`src/rtl/door_motor_ctrl.sv`:
```
// Door motor controller: five-state travel FSM with limit switches, travel timeout and fault latch.
// Optional `DOOR_OBSTRUCT_REVERSE_EN: an obstruction while closing reverses the door to OPENING.
module door_motor_ctrl #(
    parameter int TRAVEL_TIMEOUT = 16
) (
    input  logic       clk,
    input  logic       rst,
    input  logic       door_open,
    input  logic       lim_open,
    input  logic       lim_closed,
    input  logic       obstruct,
    input  logic       fault_clr,
    output logic       motor_fwd,
    output logic       motor_rev,
    output logic [2:0] door_state,
    output logic       fault
);

    localparam int TW = $clog2(TRAVEL_TIMEOUT + 1);

    typedef enum logic [2:0] {
        ST_CLOSED  = 3'd0,
        ST_OPENING = 3'd1,
        ST_OPEN    = 3'd2,
        ST_CLOSING = 3'd3,
        ST_FAULT   = 3'd4
    } state_t;

    state_t        state, state_nxt;
    logic [TW-1:0] timer, timer_nxt;
    logic          timeout;
    logic          both_lim;
    logic          obs_rev;

    assign timeout  = (timer == TW'(TRAVEL_TIMEOUT - 1));
    assign both_lim = lim_open && lim_closed;

`ifdef DOOR_OBSTRUCT_REVERSE_EN
    assign obs_rev = obstruct;
`else
    logic unused_obstruct;
    assign unused_obstruct = obstruct;
    assign obs_rev         = 1'b0;
`endif

    always_ff @(posedge clk or posedge rst) begin
        if (rst) begin
            state <= ST_CLOSED;
            timer <= '0;
        end else begin
            state <= state_nxt;
            timer <= timer_nxt;
        end
    end

    always_comb begin
        state_nxt = state;
        timer_nxt = '0;
        case (state)
            ST_CLOSED: begin
                if (both_lim)       state_nxt = ST_FAULT;
                else if (door_open) state_nxt = ST_OPENING;
            end
            ST_OPENING: begin
                if (both_lim)        state_nxt = ST_FAULT;
                else if (lim_open)   state_nxt = ST_OPEN;
                else if (!door_open) state_nxt = ST_CLOSING;
                else if (timeout)    state_nxt = ST_FAULT;
            end
            ST_OPEN: begin
                // An obstruction that forced a reopen keeps the door parked open until it clears.
                if (both_lim)        state_nxt = ST_FAULT;
                else if (obs_rev)    state_nxt = ST_OPEN;
                else if (!door_open) state_nxt = ST_CLOSING;
            end
            ST_CLOSING: begin
                if (both_lim)        state_nxt = ST_FAULT;
                else if (lim_closed) state_nxt = ST_CLOSED;
                else if (obs_rev)    state_nxt = ST_OPENING;
                else if (door_open)  state_nxt = ST_OPENING;
                else if (timeout)    state_nxt = ST_FAULT;
            end
            ST_FAULT: begin
                if (fault_clr) state_nxt = lim_closed ? ST_CLOSED : ST_CLOSING;
            end
            default: state_nxt = ST_CLOSED;
        endcase

        // Any transition, including a reversal, restarts the travel timer.
        if ((state_nxt == state) && ((state == ST_OPENING) || (state == ST_CLOSING)))
            timer_nxt = timer + TW'(1);
    end

    assign door_state = state;
    assign motor_fwd  = (state == ST_OPENING);
    assign motor_rev  = (state == ST_CLOSING);
    assign fault      = (state == ST_FAULT);

endmodule

```
`config.mk`:
```
export PLATFORM = sky130hd
export DESIGN_NAME = door_motor_ctrl
export DESIGN_NICKNAME = d
export VERILOG_FILES = /design/src/rtl/door_motor_ctrl.sv
export SDC_FILE = /design/constraint.sdc
export NUM_CORES = 1
export LEC_CHECK = 0
export CORE_AREA = 4 4 41 43
export DETAILED_ROUTE_END_ITERATION = 10
export DIE_AREA = 0 0 45 47
export MAX_ROUTING_LAYER = met4
export PLACE_DENSITY = 0.68
export SLEW_MARGIN = 20
export SYNTH_ARGS = -nofsm -noshare
export SYNTH_HDL_FRONTEND = slang
export SYNTH_SLANG_ARGS = --single-unit
```
`constraint.sdc`:
```
create_clock -name clk -period 2 [get_ports clk]
set_input_delay 0.5 -clock clk [delete_from_list [all_inputs] [get_ports clk]]
set_output_delay 0.5 -clock clk [all_outputs]
set_load 0.05 [all_outputs]
```
---- After elaboration in Yosys (flattened, before gate mapping) ----
Cells that the tools add are included.
operators by class
  multiplexer cells ....................... 15
  $add $sub $neg .......................... 1
  equal/unequal tests ..................... 6
  reduce and logical (&&, ||, !) cells .... 4
operators by type and width
  kind                                                             count
  3-bit 2-to-1 mux                                                 12
  3-bit case mux with 5 select lines                               1
  3-bit by 2-bit == test with 1-bit output, second input constant  2
  5-bit by 1-bit adder with 5-bit output, second input constant    1
  5-bit by 4-bit == test with 1-bit output, second input constant  1
  5-bit 2-to-1 mux                                                 1
  3-bit by 1-bit == test with 1-bit output, second input constant  1
  3-bit == test                                                    1
  3-bit == test, second input constant                             1
  3-bit logical NOT                                                1
  1-bit logical AND                                                2
  2-bit 2-to-1 mux                                                 1
  1-bit logical OR                                                 1
storage, ports and cells
  logic and storage cells ................. 28
  output and inout bits ................... 6
  register bits ........................... 8
  input port bits ......................... 7

---- Longest topological paths before layout ----
  depth in word-level cells ............... 9
  depth in mapped cells ................... 8
  mapped depth without buffers ............ 8

---- Worst setup path before layout ----
No wires, ideal clock.
  path type ............................... flip-flop to flip-flop
  start ................................... register state[2] (netlist: door_state[2])
  end ..................................... register timer[0]
  required time ........................... 1928 ps
  setup time .............................. 72 ps
  path buffers ............................ 0
  stages on the path, launching flop included .. 6
  slack ................................... -256 ps
  data arrival time ....................... 2184 ps
  clock period less this slack ............ 2256 ps
  path through ............................ dfrtp_1 nand2b_1 nor2_1 a21oi_1 a221o_1 nor2_1
on the way
  elaborated cells between the ends (all ways) .. 22
  those cells by class .................... 5 x eq/ne; 14 x mux; 3 x reduce/logical
RTL lines
  element                                     line  RTL
  start, declared                             29    state_t state, state_nxt;
  start signal, assigned                      51    state <= state_nxt;
  3-bit by 1-bit == test with 1-bit output *  --
  named net motor_fwd                         13    output logic motor_fwd,
  3-bit case mux with 5 select lines          59    case (state)
  3-bit == test                               90    if ((state_nxt == state) && ((state == ST_OPENING) || (state == ST_CLOSING)))
  1-bit logical AND *                         90
  5-bit 2-to-1 mux *                          90
  named net timer_nxt[0]                      30    logic [TW-1:0] timer, timer_nxt;
  end signal, assigned                        52    timer <= timer_nxt;
  end, declared                               30
Mark *: on every way through the listed nets, which the timed path passes. The rest lies on a longest branch.

---- Worst setup path in the final report ----
  start ................................... register timer[0]
  end ..................................... register timer[1]
on the way
  longest elaborated chain between the ends .. 9
  elaborated cells between the ends (all ways) .. 13
  those cells by class .................... 1 x add/sub; 2 x eq/ne; 9 x mux; 1 x reduce/logical
RTL lines
  element                                     line    RTL
  5-bit by 4-bit == test with 1-bit output    35      assign timeout = (timer == TW'(TRAVEL_TIMEOUT - 1));
  3-bit 2-to-1 mux                            68, 81
  3-bit 2-to-1 mux, on equally long branches  80, 67
  3-bit 2-to-1 mux, on equally long branches  78, 66
  3-bit 2-to-1 mux, on equally long branches  77, 65
  3-bit case mux with 5 select lines          59
  3-bit == test                               90
  1-bit logical AND                           90
  5-bit 2-to-1 mux *                          90
  named net timer_nxt[1]                      30
Marks and branches as above.

==> qor.yml <==
clock_network:
  worst_setup_hold_path_clk_slew_ns: 0.06
  cts-htree-levels: 1
  clkSinkCount: 8
  cts_tree: "done"
  clock_tree.root_cell: "sky130_fd_sc_hd__clkbuf_4"
  post_cts.repair.setup_buffers: 0
  worstSkewPairLatency_ns: 0.26
  max-clock-path-buffers: 2
  cts_hold_buf: 0
  cts_inserted_buffers: 3
power:
  p_total_mw: 0.859
  p_sw_share_pct: 44.5
  seq_power_share_pct: 29.0
  comb_power_share_pct: 56.8
  worst_voltage_drop_across_the_vdd_grid_v: 0.000691
  power.clock.fraction_pct: 14.2
  cell_internal_power_mw: 0.476
  p_per_area_nw_per_um2: 1140
  p_switching_mw: 0.382
  power.static_leakage_nw: 0.357
timing:
  whs_ns: 0.479
  finalMaxSlewViolations: 0
  max_slew.worst_pin.slew_ns: 0.396
  slew_headroom_pct: 73.6
  final_min_period_over_clock_period_pct: 95.6
  final_period_minus_worst_setup_slack_ns: 1.91
  fin_tns_setup_ns: 0
  final_hold_violation_count: 0
  final_setup_skew_ns: 0.0104
  max_freq_mhz: 523
  finalSetupViolCount: 0
yosys:
  synthDistinctLibCells: 26
  mappedNetlistNets: 65
  synth_sequential_area_ratio_pct: 39.2
  synth_warnings: 0
  synth_area_leaders: "sky130_fd_sc_hd__dfrtp_1, sky130_fd_sc_hd__a21oi_1, sky130_fd_sc_hd__nor2_1"
  yosys.area.top_type_share_pct: 39.2
  synthesis.instances: 56
  syn-cell-area_um2: 510
  synthDominantAreaCellType: "sky130_fd_sc_hd__dfrtp_1"
  syn_area_per_cell_um2: 9.12
  postSynthRegisterBits: 8
setup_path:
  cp-start-kind: "flip-flop"
  rr_startpoint: "timer[0]"
  reg2reg_depth: 6
  reg2reg_to: "timer[1]"
  worstPathMaxFanout: 4
  timing.critical_path.arrival_ns: 2.09
  endpoint: "timer[1]"
  critPathLaunch: "timer[0]"
  worst_ep_required_time_ns: 2.18
  endpoint_kind: "flip-flop"
  critPathKind: "reg2reg"
  r2r_slack_ns: 0.09
global_routing:
  first_global_vias: 414
  globalRoute.totalOverflow: 0
  grt_antenna_before_repair: 0
  groute.usage.overall_pct: 12.6
  first_pass_grt_wire_length_um: 1810
  grt_max_degree: 10
final_layout:
  num-fill-cells: 113
  post_route_cells_drive_above_1_share_pct: 29.3
  design.final.nets: 86
  syn2layout_area_growth_pct: 47.1
  antennaDiodeCount: 0
  fin_area_um2: 751
drt:
  vias_cell: 5.13
  remaining_drc_errors: 0
  drc_violation_total_after_the_first_tritonroute_iteration: 7
  vias: 462
  post_drt_wl_per_cell_um: 11.9
  antenna_violating_nets_post_route: 0
  detail_route.wirelength_um: 1070
  firstDrtPassIters: 4
floorplanning:
  chip_width_um: 45
  fp.dieArea_um2: 2120
  die_height_um: 47
  placementRows: 13
  num_io_pins: 13
  floorplan.core_area_um2: 1300
  initial_core_util_pct: 39.2
placement:
  portBuffers: 11
  hpwl_um: 809
  place.gp.congestion: 0.788
  post_dp_cell_area_um2: 714
run_status:
  status: "complete, no violations"
worst_hold_path:
  hold_path_class: "in2async"
run:
  maxCapViolations: 0
-- what timing repair did --
action | in CTS | in global routing
pin swaps | 1 | 3
resized for setup | 0 | 4
endpoints found under the setup margin | 4 | 5
-- final cells by class --
type | count | area (µm²) | share of cell area, %
well taps | 15 | 18.8 | 2.50
inverters | 6 | 22.5 | 3.00
multi-input cells | 41 | 297 | 39.5
repair buffers | 17 | 190 | 25.3
clock buffers | 3 | 22.5 | 3.00
flip-flops and latches | 8 | 200 | 26.7
-- power by group through the flow --
stage,combinational (mW),clock [mW],sequential (mW)
after floorplan,0.242,0,0.295
after global placement,0.484,0,0.251
after detailed placement,0.484,0,0.250
after CTS,0.486,0.126,0.248
after global routing,0.518,0.138,0.256
final,0.488,0.122,0.249
-- logic make-up (layout without fill, tap and decap cells) --
| group | Yosys count | count (layout) | share of synthesized area [%] |
|---|---|---|---|
| compound gates | 13 | 13 | 16.9 |
| xor+xnor | 4 | 4 | 6.86 |
| fa+ha+maj | 2 | 2 | 4.90 |
| buf+inv | 7 | 26 | 5.88 |
| flops | 8 | 8 | 39.2 |
| mux | 1 | 1 | 1.96 |
| simple gates | 21 | 21 | 24.3 |
-- layer usage --
layer / GRT usage [%] / up-vias / wire length, µm
li1: - / 238 / -
met1: 16.9 / 215 / 496
met2: 16.7 / 9 / 513
met3: 7.28 / 0 / 63
met4: 1.75 / 0 / 0
met5: - / - / 0
-- worst max-delay path, stage by stage, from the launching register on --
cell	delay, ns
sky130_fd_sc_hd__dfrtp_1	0.38
sky130_fd_sc_hd__ha_2	0.19
sky130_fd_sc_hd__and3_1	0.18
sky130_fd_sc_hd__ha_2	0.17
sky130_fd_sc_hd__or4_1	0.40
sky130_fd_sc_hd__a221o_1	0.41
sky130_fd_sc_hd__nor2_1	0.12
-- synthesized netlist by cell type --
cell,count
sky130_fd_sc_hd__nor2_1,8
sky130_fd_sc_hd__xor2_1,1
sky130_fd_sc_hd__ha_1,2
sky130_fd_sc_hd__inv_1,6
sky130_fd_sc_hd__nand2b_1,1
sky130_fd_sc_hd__o21ai_0,1
sky130_fd_sc_hd__a221o_1,1
sky130_fd_sc_hd__nand3b_4,1
sky130_fd_sc_hd__nor2b_1,2
sky130_fd_sc_hd__dfrtp_1,8
sky130_fd_sc_hd__nand2_1,1
sky130_fd_sc_hd__o22ai_1,1
sky130_fd_sc_hd__a21oi_1,6
sky130_fd_sc_hd__nor3_1,2
sky130_fd_sc_hd__a21o_1,1
sky130_fd_sc_hd__and3_1,1
sky130_fd_sc_hd__nor3b_1,1
sky130_fd_sc_hd__nand3_1,1
sky130_fd_sc_hd__or4_1,1
sky130_fd_sc_hd__xnor2_1,3
sky130_fd_sc_hd__nand3b_1,2
sky130_fd_sc_hd__mux2i_1,1
sky130_fd_sc_hd__a21bo_2,1
sky130_fd_sc_hd__buf_4,1
sky130_fd_sc_hd__o311ai_0,1
sky130_fd_sc_hd__o41ai_1,1
-- flip-flops by register name, summed over array words and instances, names as in the netlist --
name        count
timer           5
door_state      3
-- per-stage QoR --
step | worst slack [ns] | cells | util [%]
2_1_floorplan | 0.00750 | 56 | -
3_3_place_gp | -0.0616 | 87 | 54.9
3_5_place_dp | -0.0624 | 87 | 54.9
4_1_cts | 0.00280 | 90 | 56.6
5_1_grt | -0.000455 | 90 | 57.7
6_report | 0.0888 | 90 | 57.7
-- cell usage in the layout, fill, tap and decap left out, types with 2 or more instances in the layout --
cell                              Yosys  routed
sky130_fd_sc_hd__inv_1                6       6
sky130_fd_sc_hd__buf_12               0       4
sky130_fd_sc_hd__nor2_1               8       7
sky130_fd_sc_hd__clkdlybuf4s50_1      0       5
sky130_fd_sc_hd__a21oi_1              6       5
sky130_fd_sc_hd__dfrtp_1              8       8
sky130_fd_sc_hd__nand3b_1             2       2
sky130_fd_sc_hd__nor2b_1              2       2
sky130_fd_sc_hd__xnor2_1              3       3
sky130_fd_sc_hd__ha_2                 0       2
sky130_fd_sc_hd__clkbuf_4             0       3
sky130_fd_sc_hd__buf_4                1       8
-- how the worst min path moves through the flow --
stage	from	end	slack (ns)	cells past startpoint
finish	rst	door_state[1]	0.48	2
global route	rst	door_state[1]	0.50	2
CTS	rst	door_state[1]	0.49	2
detailed placement	timer[0]	timer[0]	0.53	2
global placement	timer[0]	timer[0]	0.51	2
floorplan	rst	door_state[0]	0.32	1
No activity file was read; power rests on OpenSTA's default activity.
